$ cat config.mk
export PLATFORM = sky130hd
export DESIGN_NAME = cxr_bank_ctrl
export DESIGN_NICKNAME = d
export VERILOG_FILES = /design/src/rtl/cxr_bank_ctrl.sv
export SDC_FILE = /design/constraint.sdc
export NUM_CORES = 1
export LEC_CHECK = 0
export BUFFER_PORTS_ARGS = -buffer_cell sky130_fd_sc_hd__buf_2
export CAP_MARGIN = 5
export CELL_PAD_IN_SITES_DETAIL_PLACEMENT = 1
export CELL_PAD_IN_SITES_GLOBAL_PLACEMENT = 1
export CORE_AREA = 2 2 176 178
export CTS_BUF_LIST = sky130_fd_sc_hd__clkbuf_4 sky130_fd_sc_hd__clkbuf_8 sky130_fd_sc_hd__clkbuf_16
export DETAILED_ROUTE_END_ITERATION = 8
export DIE_AREA = 0 0 178 180
export PLACE_DENSITY = 0.52
export SETUP_SLACK_MARGIN = 0.3
export SLEW_MARGIN = 20
export SYNTH_ARGS = -nofsm -noshare
export SYNTH_HDL_FRONTEND = slang
export SYNTH_SLANG_ARGS = --single-unit
export TNS_END_PERCENT = 100
$ cat constraint.sdc
create_clock -name clk_i -period 3.2 [get_ports clk_i]
set_input_delay 0.48 -clock clk_i [delete_from_list [all_inputs] [get_ports clk_i]]
set_output_delay 0.48 -clock clk_i [all_outputs]
set_load 0.05 [all_outputs]
$ cat src/rtl/cxr_bank_ctrl.sv
// cxr_bank_ctrl: per-bank OBI front-end for cxr_ssm ComputeRAM macros.
// Each bank does its own address decode, keeps an in-order response pipeline
// matched to the macro read latency, and runs a power-gating sequencer.
//
// Power FSM (one per bank):
//   state    | meaning
//   ST_ON    | powered, accepting requests
//   ST_DRAIN | power-down requested, no new grants, waiting for pipeline empty
//   ST_GATE  | supply switched off, waiting PWR_DLY cycles to settle
//   ST_OFF   | fully powered down, ack_no low
//   ST_WAKE  | supply back on, waiting PWR_DLY cycles before granting

package cxr_bank_pkg;
  typedef struct packed {
    logic        req;
    logic        we;
    logic [3:0]  be;
    logic [31:0] addr;
    logic [31:0] wdata;
  } obi_req_t;

  typedef struct packed {
    logic        gnt;
    logic        rvalid;
    logic [31:0] rdata;
  } obi_resp_t;

  typedef enum logic [2:0] {
    ST_ON    = 3'd0,
    ST_DRAIN = 3'd1,
    ST_GATE  = 3'd2,
    ST_OFF   = 3'd3,
    ST_WAKE  = 3'd4
  } pwr_state_e;
endpackage

module cxr_bank_ctrl
  import cxr_bank_pkg::*;
#(
  parameter int          NUM_BANKS  = 2,
  parameter logic [31:0] BASE_ADDR  = 32'h8000_0000,
  parameter int          BANK_WORDS = 4096,
  parameter int          ADDR_W     = 14,
  parameter int          READ_LAT   = 1,
  parameter int          PWR_DLY    = 8
) (
  input  logic                               clk_i,
  input  logic                               rst_i,
  input  obi_req_t  [NUM_BANKS-1:0]          ram_req_i,
  output obi_resp_t [NUM_BANKS-1:0]          ram_resp_o,
  output logic      [NUM_BANKS-1:0]          err_o,
  input  logic      [NUM_BANKS-1:0]          pwrgate_ni,
  output logic      [NUM_BANKS-1:0]          pwrgate_ack_no,
  input  logic      [NUM_BANKS-1:0]          set_retentive_ni,
  output logic      [NUM_BANKS-1:0]          mem_cen_no,
  output logic      [NUM_BANKS-1:0]          mem_rdwen_o,
  output logic      [NUM_BANKS-1:0][ADDR_W-1:0] mem_a_o,
  output logic      [NUM_BANKS-1:0][31:0]    mem_d_o,
  output logic      [NUM_BANKS-1:0][31:0]    mem_bw_o,
  input  logic      [NUM_BANKS-1:0][31:0]    mem_q_i,
  input  logic      [NUM_BANKS-1:0]          mem_irq_i,
  output logic      [NUM_BANKS-1:0]          mem_pwr_off_o,
  output logic      [NUM_BANKS-1:0]          mem_ret_no,
  output logic      [NUM_BANKS-1:0]          irq_o,
  input  logic      [NUM_BANKS-1:0]          irq_clr_i
);

  localparam int          CNT_W      = $clog2(PWR_DLY + 1);
  localparam logic [CNT_W-1:0] CNT_LOAD = CNT_W'(PWR_DLY - 1);
  localparam logic [31:0] BANK_BYTES = 32'(BANK_WORDS) << 2;

  for (genvar gi = 0; gi < NUM_BANKS; gi++) begin : g_bank
    localparam logic [31:0] BANK_BASE = BASE_ADDR + BANK_BYTES * 32'(gi);

    pwr_state_e           state_q, state_d;
    logic [CNT_W-1:0]     cnt_q, cnt_d;
    logic [READ_LAT-1:0]  vld_q, vld_d, we_q, we_d, err_q, err_d;
    logic                 irq_q, irq_d;
    logic                 ret_q;
    logic [31:0]          off;
    logic                 in_range, gnt, pipe_empty, rd_hit;
    obi_resp_t            resp;

    // Offset wraps in 32 bits, so addresses below the bank base land out of range.
    assign off        = ram_req_i[gi].addr - BANK_BASE;
    assign in_range   = off < BANK_BYTES;
    assign gnt        = ram_req_i[gi].req & (state_q == ST_ON) & pwrgate_ni[gi];
    assign pipe_empty = ~|vld_q;

    // Macro drive: only a granted in-range access touches the macro.
    always_comb begin
      mem_cen_no[gi]  = 1'b1;
      mem_rdwen_o[gi] = 1'b0;
      mem_a_o[gi]     = '0;
      mem_d_o[gi]     = '0;
      mem_bw_o[gi]    = '0;
      if (gnt && in_range) begin
        mem_cen_no[gi]  = 1'b0;
        mem_rdwen_o[gi] = ~ram_req_i[gi].we;
        mem_a_o[gi]     = off[ADDR_W+1:2];
        mem_d_o[gi]     = ram_req_i[gi].wdata;
        mem_bw_o[gi]    = {{8{ram_req_i[gi].be[3]}}, {8{ram_req_i[gi].be[2]}},
                           {8{ram_req_i[gi].be[1]}}, {8{ram_req_i[gi].be[0]}}};
      end
    end

    // Response shift register: grant info enters stage 0, emerges at READ_LAT-1.
    always_comb begin
      vld_d    = vld_q;
      we_d     = we_q;
      err_d    = err_q;
      vld_d[0] = gnt;
      we_d[0]  = ram_req_i[gi].we;
      err_d[0] = ~in_range;
      for (int k = 1; k < READ_LAT; k++) begin
        vld_d[k] = vld_q[k-1];
        we_d[k]  = we_q[k-1];
        err_d[k] = err_q[k-1];
      end
    end

    // Response pipeline registers, flushed by reset.
    always_ff @(posedge clk_i or posedge rst_i) begin
      if (rst_i) begin
        vld_q <= '0;
        we_q  <= '0;
        err_q <= '0;
      end else begin
        vld_q <= vld_d;
        we_q  <= we_d;
        err_q <= err_d;
      end
    end

    assign rd_hit = vld_q[READ_LAT-1] & ~we_q[READ_LAT-1] & ~err_q[READ_LAT-1];

    // Assemble the OBI response for this bank.
    always_comb begin
      resp        = '0;
      resp.gnt    = gnt;
      resp.rvalid = vld_q[READ_LAT-1];
      resp.rdata  = rd_hit ? mem_q_i[gi] : 32'h0;
    end

    assign ram_resp_o[gi] = resp;
    assign err_o[gi]      = vld_q[READ_LAT-1] & err_q[READ_LAT-1];

    // Power sequencer next-state; the settle counter reloads on entry to GATE/WAKE.
    always_comb begin
      state_d = state_q;
      cnt_d   = cnt_q;
      case (state_q)
        ST_ON: begin
          if (!pwrgate_ni[gi]) state_d = ST_DRAIN;
        end
        ST_DRAIN: begin
          if (pwrgate_ni[gi]) begin
            state_d = ST_ON;
          end else if (pipe_empty) begin
            state_d = ST_GATE;
            cnt_d   = CNT_LOAD;
          end
        end
        ST_GATE: begin
          if (cnt_q == '0) state_d = ST_OFF;
          else             cnt_d   = cnt_q - 1'b1;
        end
        ST_OFF: begin
          if (pwrgate_ni[gi]) begin
            state_d = ST_WAKE;
            cnt_d   = CNT_LOAD;
          end
        end
        ST_WAKE: begin
          if (cnt_q == '0) state_d = ST_ON;
          else             cnt_d   = cnt_q - 1'b1;
        end
        default: state_d = ST_ON;
      endcase
    end

    // Power sequencer state and counter registers.
    always_ff @(posedge clk_i or posedge rst_i) begin
      if (rst_i) begin
        state_q <= ST_ON;
        cnt_q   <= '0;
      end else begin
        state_q <= state_d;
        cnt_q   <= cnt_d;
      end
    end

    assign mem_pwr_off_o[gi]  = (state_q == ST_GATE) | (state_q == ST_OFF);
    assign pwrgate_ack_no[gi] = ~((state_q == ST_OFF) | (state_q == ST_WAKE));

    // Sticky interrupt: a new set outranks a simultaneous clear.
    assign irq_d = mem_irq_i[gi] ? 1'b1 : (irq_clr_i[gi] ? 1'b0 : irq_q);

    // Interrupt and retention registers.
    always_ff @(posedge clk_i or posedge rst_i) begin
      if (rst_i) begin
        irq_q <= 1'b0;
        ret_q <= 1'b1;
      end else begin
        irq_q <= irq_d;
        ret_q <= set_retentive_ni[gi];
      end
    end

    assign irq_o[gi]      = irq_q;
    assign mem_ret_no[gi] = ret_q;
  end

endmodule

==> results_dict.tcl <==
set metrics [dict create \
    area_growth_pct 134 \
    finalSetupViolCount 0 \
    die_h_um 180 \
    status "finished clean" \
    p_leak_uw 0.00422 \
    fillCellCount 3578 \
    final_layout_size_suffix_gt1_share_pct 68.2 \
    finalWirelength_um 22700 \
    dpl.hpwl_um 18800 \
    synth_area_um2 3330 \
    worstPathArrival_ps 2460 \
    worstSkewPairLatency_ps 270 \
    ys_types 54 \
    fin_skew_ps 1.58 \
    cts-root-buf "clkbuf_16" \
    fmax_mhz 341 \
    route.detailed.drc 0 \
    syn_inst 465 \
    die_w_um 178 \
    powerDensity_nw_per_um2 237 \
    ys_ff_latch 24 \
    yosysWarnings 0 \
    start_kind "input pin" \
    yosysSeqAreaShare_pct 18.1 \
    io_pins 452 \
    wl_per_cell_um 17.9 \
    finalMaxSlewViolations 0 \
    hold_path.class "in2async" \
    critPathLaunch "ram_req_i[116]" \
    period_share_pct 91.8 \
    worstReg2RegStart "g_bank[1].cnt_q[0]$_DFFE_PP0P_" \
    grt_max_degree 43 \
    path_class "in2out" \
    rows 64 \
    syn_area_per_cell_um2 7.16 \
    ant_nets 0 \
    cts_max_level 1 \
    maxCapViolCount 0 \
    async_reset_ff_share_pct 100 \
    rsz0062_at_grt "yes" \
    clkSinkCount 24 \
    crit_required_ps 2720 \
    dieArea_um2 32000 \
    final_util_pct 25.8 \
    gp_congestion 0.763 \
    dp_cells 1242 \
    synthFlopType "dfrtp_1" \
    netlist.area_leader.share_pct 21.4 \
    synth_edf_count 0 \
    synth_top_cell_by_area "and2_1" \
    finalPower_uw 1850 \
    clock_path_buffers 2 \
    grt_overflow 0 \
    end_kind "output pin" \
    setup-tns-final_ps 0 \
    ctsHoldBuffers 0 \
    slew_headroom_pct 61.1 \
    ir_drop_mv 0.162 \
    drtIter0Drc 88 \
    cts_made_buffers 3 \
    core_um2 30200 \
    port_buffers 445 \
    cts_tree "yes" \
    stdcell_count 1265 \
    path_clk_slew_ps 70 \
    avgViaCountPerCell 3.78 \
    grt_pass1_vias 5047 \
    critPathMaxFanout 15 \
    nets 1087 \
    vias 4783 \
    initial_core_util_pct 11.0 \
    first_pass_iters 4 \
    yosys-top-cells-area "and2_1 21%, dfrtp_1 17%, buf_4 15%" \
    hold_viol_final 0 \
    antenna_found_initial 10 \
    grt_first_pass_wirelength_um 31900 \
    worst_pin_slew_ps 583 \
    grt_usage_pct 13.2 \
    finalCriticalPeriod_ps 2940 \
]
==> flip-flops by register name, summed over array words and instances (netlist names) <==
register / flops
g_bank.cnt_q: 8
g_bank.irq_q: 2
g_bank.state_q: 6
g_bank.vld_q: 2
g_bank.we_q: 2
g_bank.ret_q: 2
g_bank.err_q: 2
==> worst max-delay path, stage by stage <==
cell and delay [ps]:
buf_12 90, inv_12 30, ha_4 140, xor2_1 130, or4_1 420, nor3_2 250
nand4_4 160, buf_12 200, or3_1 350, buf_4 200
==> stage by stage <==
step	hold slack, ps	instance area [um^2]	setup WS [ps]
detailed placement	460	6410	30.0
floorplan	450	3930	54.0
global route	288	7790	180
global placement	459	6410	78.4
CTS	279	7460	211
finish	262	7790	264
==> area by class of cell <==
class	count	area, um^2	area share (%)
diodes	1	2.50	0.0321
clock buffers	3	75.1	0.964
clock inverters	1	30.0	0.386
inverters	15	76.3	0.980
multi-input cells	331	2620	33.7
flip-flops and latches	24	603	7.74
well taps	396	495	6.36
repair buffers	494	3880	49.9
==> timing repair <==
action                                  in CTS  in global routing
pin swaps                                    5                  5
resized for setup                          237                 82
buffers inserted                            11                  3
cloned                                       3                  1
endpoints found under the setup margin     141                153
==> synth_stat cells (all sizes together) (4+ instances only) <==
master and count:
and2 114, buf 79, nor3 59, nand2 56, dfrtp 22, clkbuf 17, inv 15, nor2 15
a21oi 10, nor4 8, nor2b 5, nor3b 5, o21ai 5, ha 4, nand2b 4, nand4 4
==> layer usage <==
metal	up-vias	GRT usage, %	wire (um)
met4	10	2.98	481
met2	296	26.1	12500
met5	-	0	72
met1	2181	12.8	7240
met3	38	4.51	2440
li1	2258	-	-
==> where the power goes <==
part | internal (uW) | total, uW | leakage (uW) | switching, uW
Sequential | 378 | 503 | 0.000273 | 125
Clock | 250 | 383 | 0.0000511 | 133
Combinational | 377 | 960 | 0.00390 | 582
Total | 1010 | 1850 | 0.00422 | 841
==> worst paths after layout <==
check,to,slack [ps],cells past startpoint
min reg2reg,g_bank[0].irq_q$_DFFE_PP0P_,470,1
min,g_bank[0].irq_q$_DFFE_PP0P_,260,2
min in group clk_i,g_bank[1].ret_q$_DFF_PP1_,310,1
max reg2reg,g_bank[1].cnt_q[3]$_DFFE_PP0P_,1230,7
max,mem_cen_no[1],260,10
max in group asynchronous,g_bank[1].ret_q$_DFF_PP1_,2260,3
==> placed cells by master (no fill, tap or decap), drive strengths merged, types with 5 or more instances in the layout <==
cell type	instances
nand2	56
nor2	15
nor4	8
a21oi	10
nor3b	5
inv	15
clkbuf	7
o21ai	5
buf	488
nor3	59
nor2b	5
and2	114
dfrtp	22
==> cell families (layout without fill, tap and decap cells) <==
family | after synthesis | in the layout | share of synthesized area (%)
buf+inv | 111 | 513 | 22.5
xor+xnor | 4 | 4 | 1.05
mux | 1 | 1 | 0.301
compound gates | 35 | 35 | 7.89
simple gates | 285 | 285 | 48.6
flops | 24 | 24 | 18.1
other cells | 1 | 3 | 0.113
fa+ha+maj | 4 | 4 | 1.50
No activity file was read; power rests on OpenSTA's default activity.
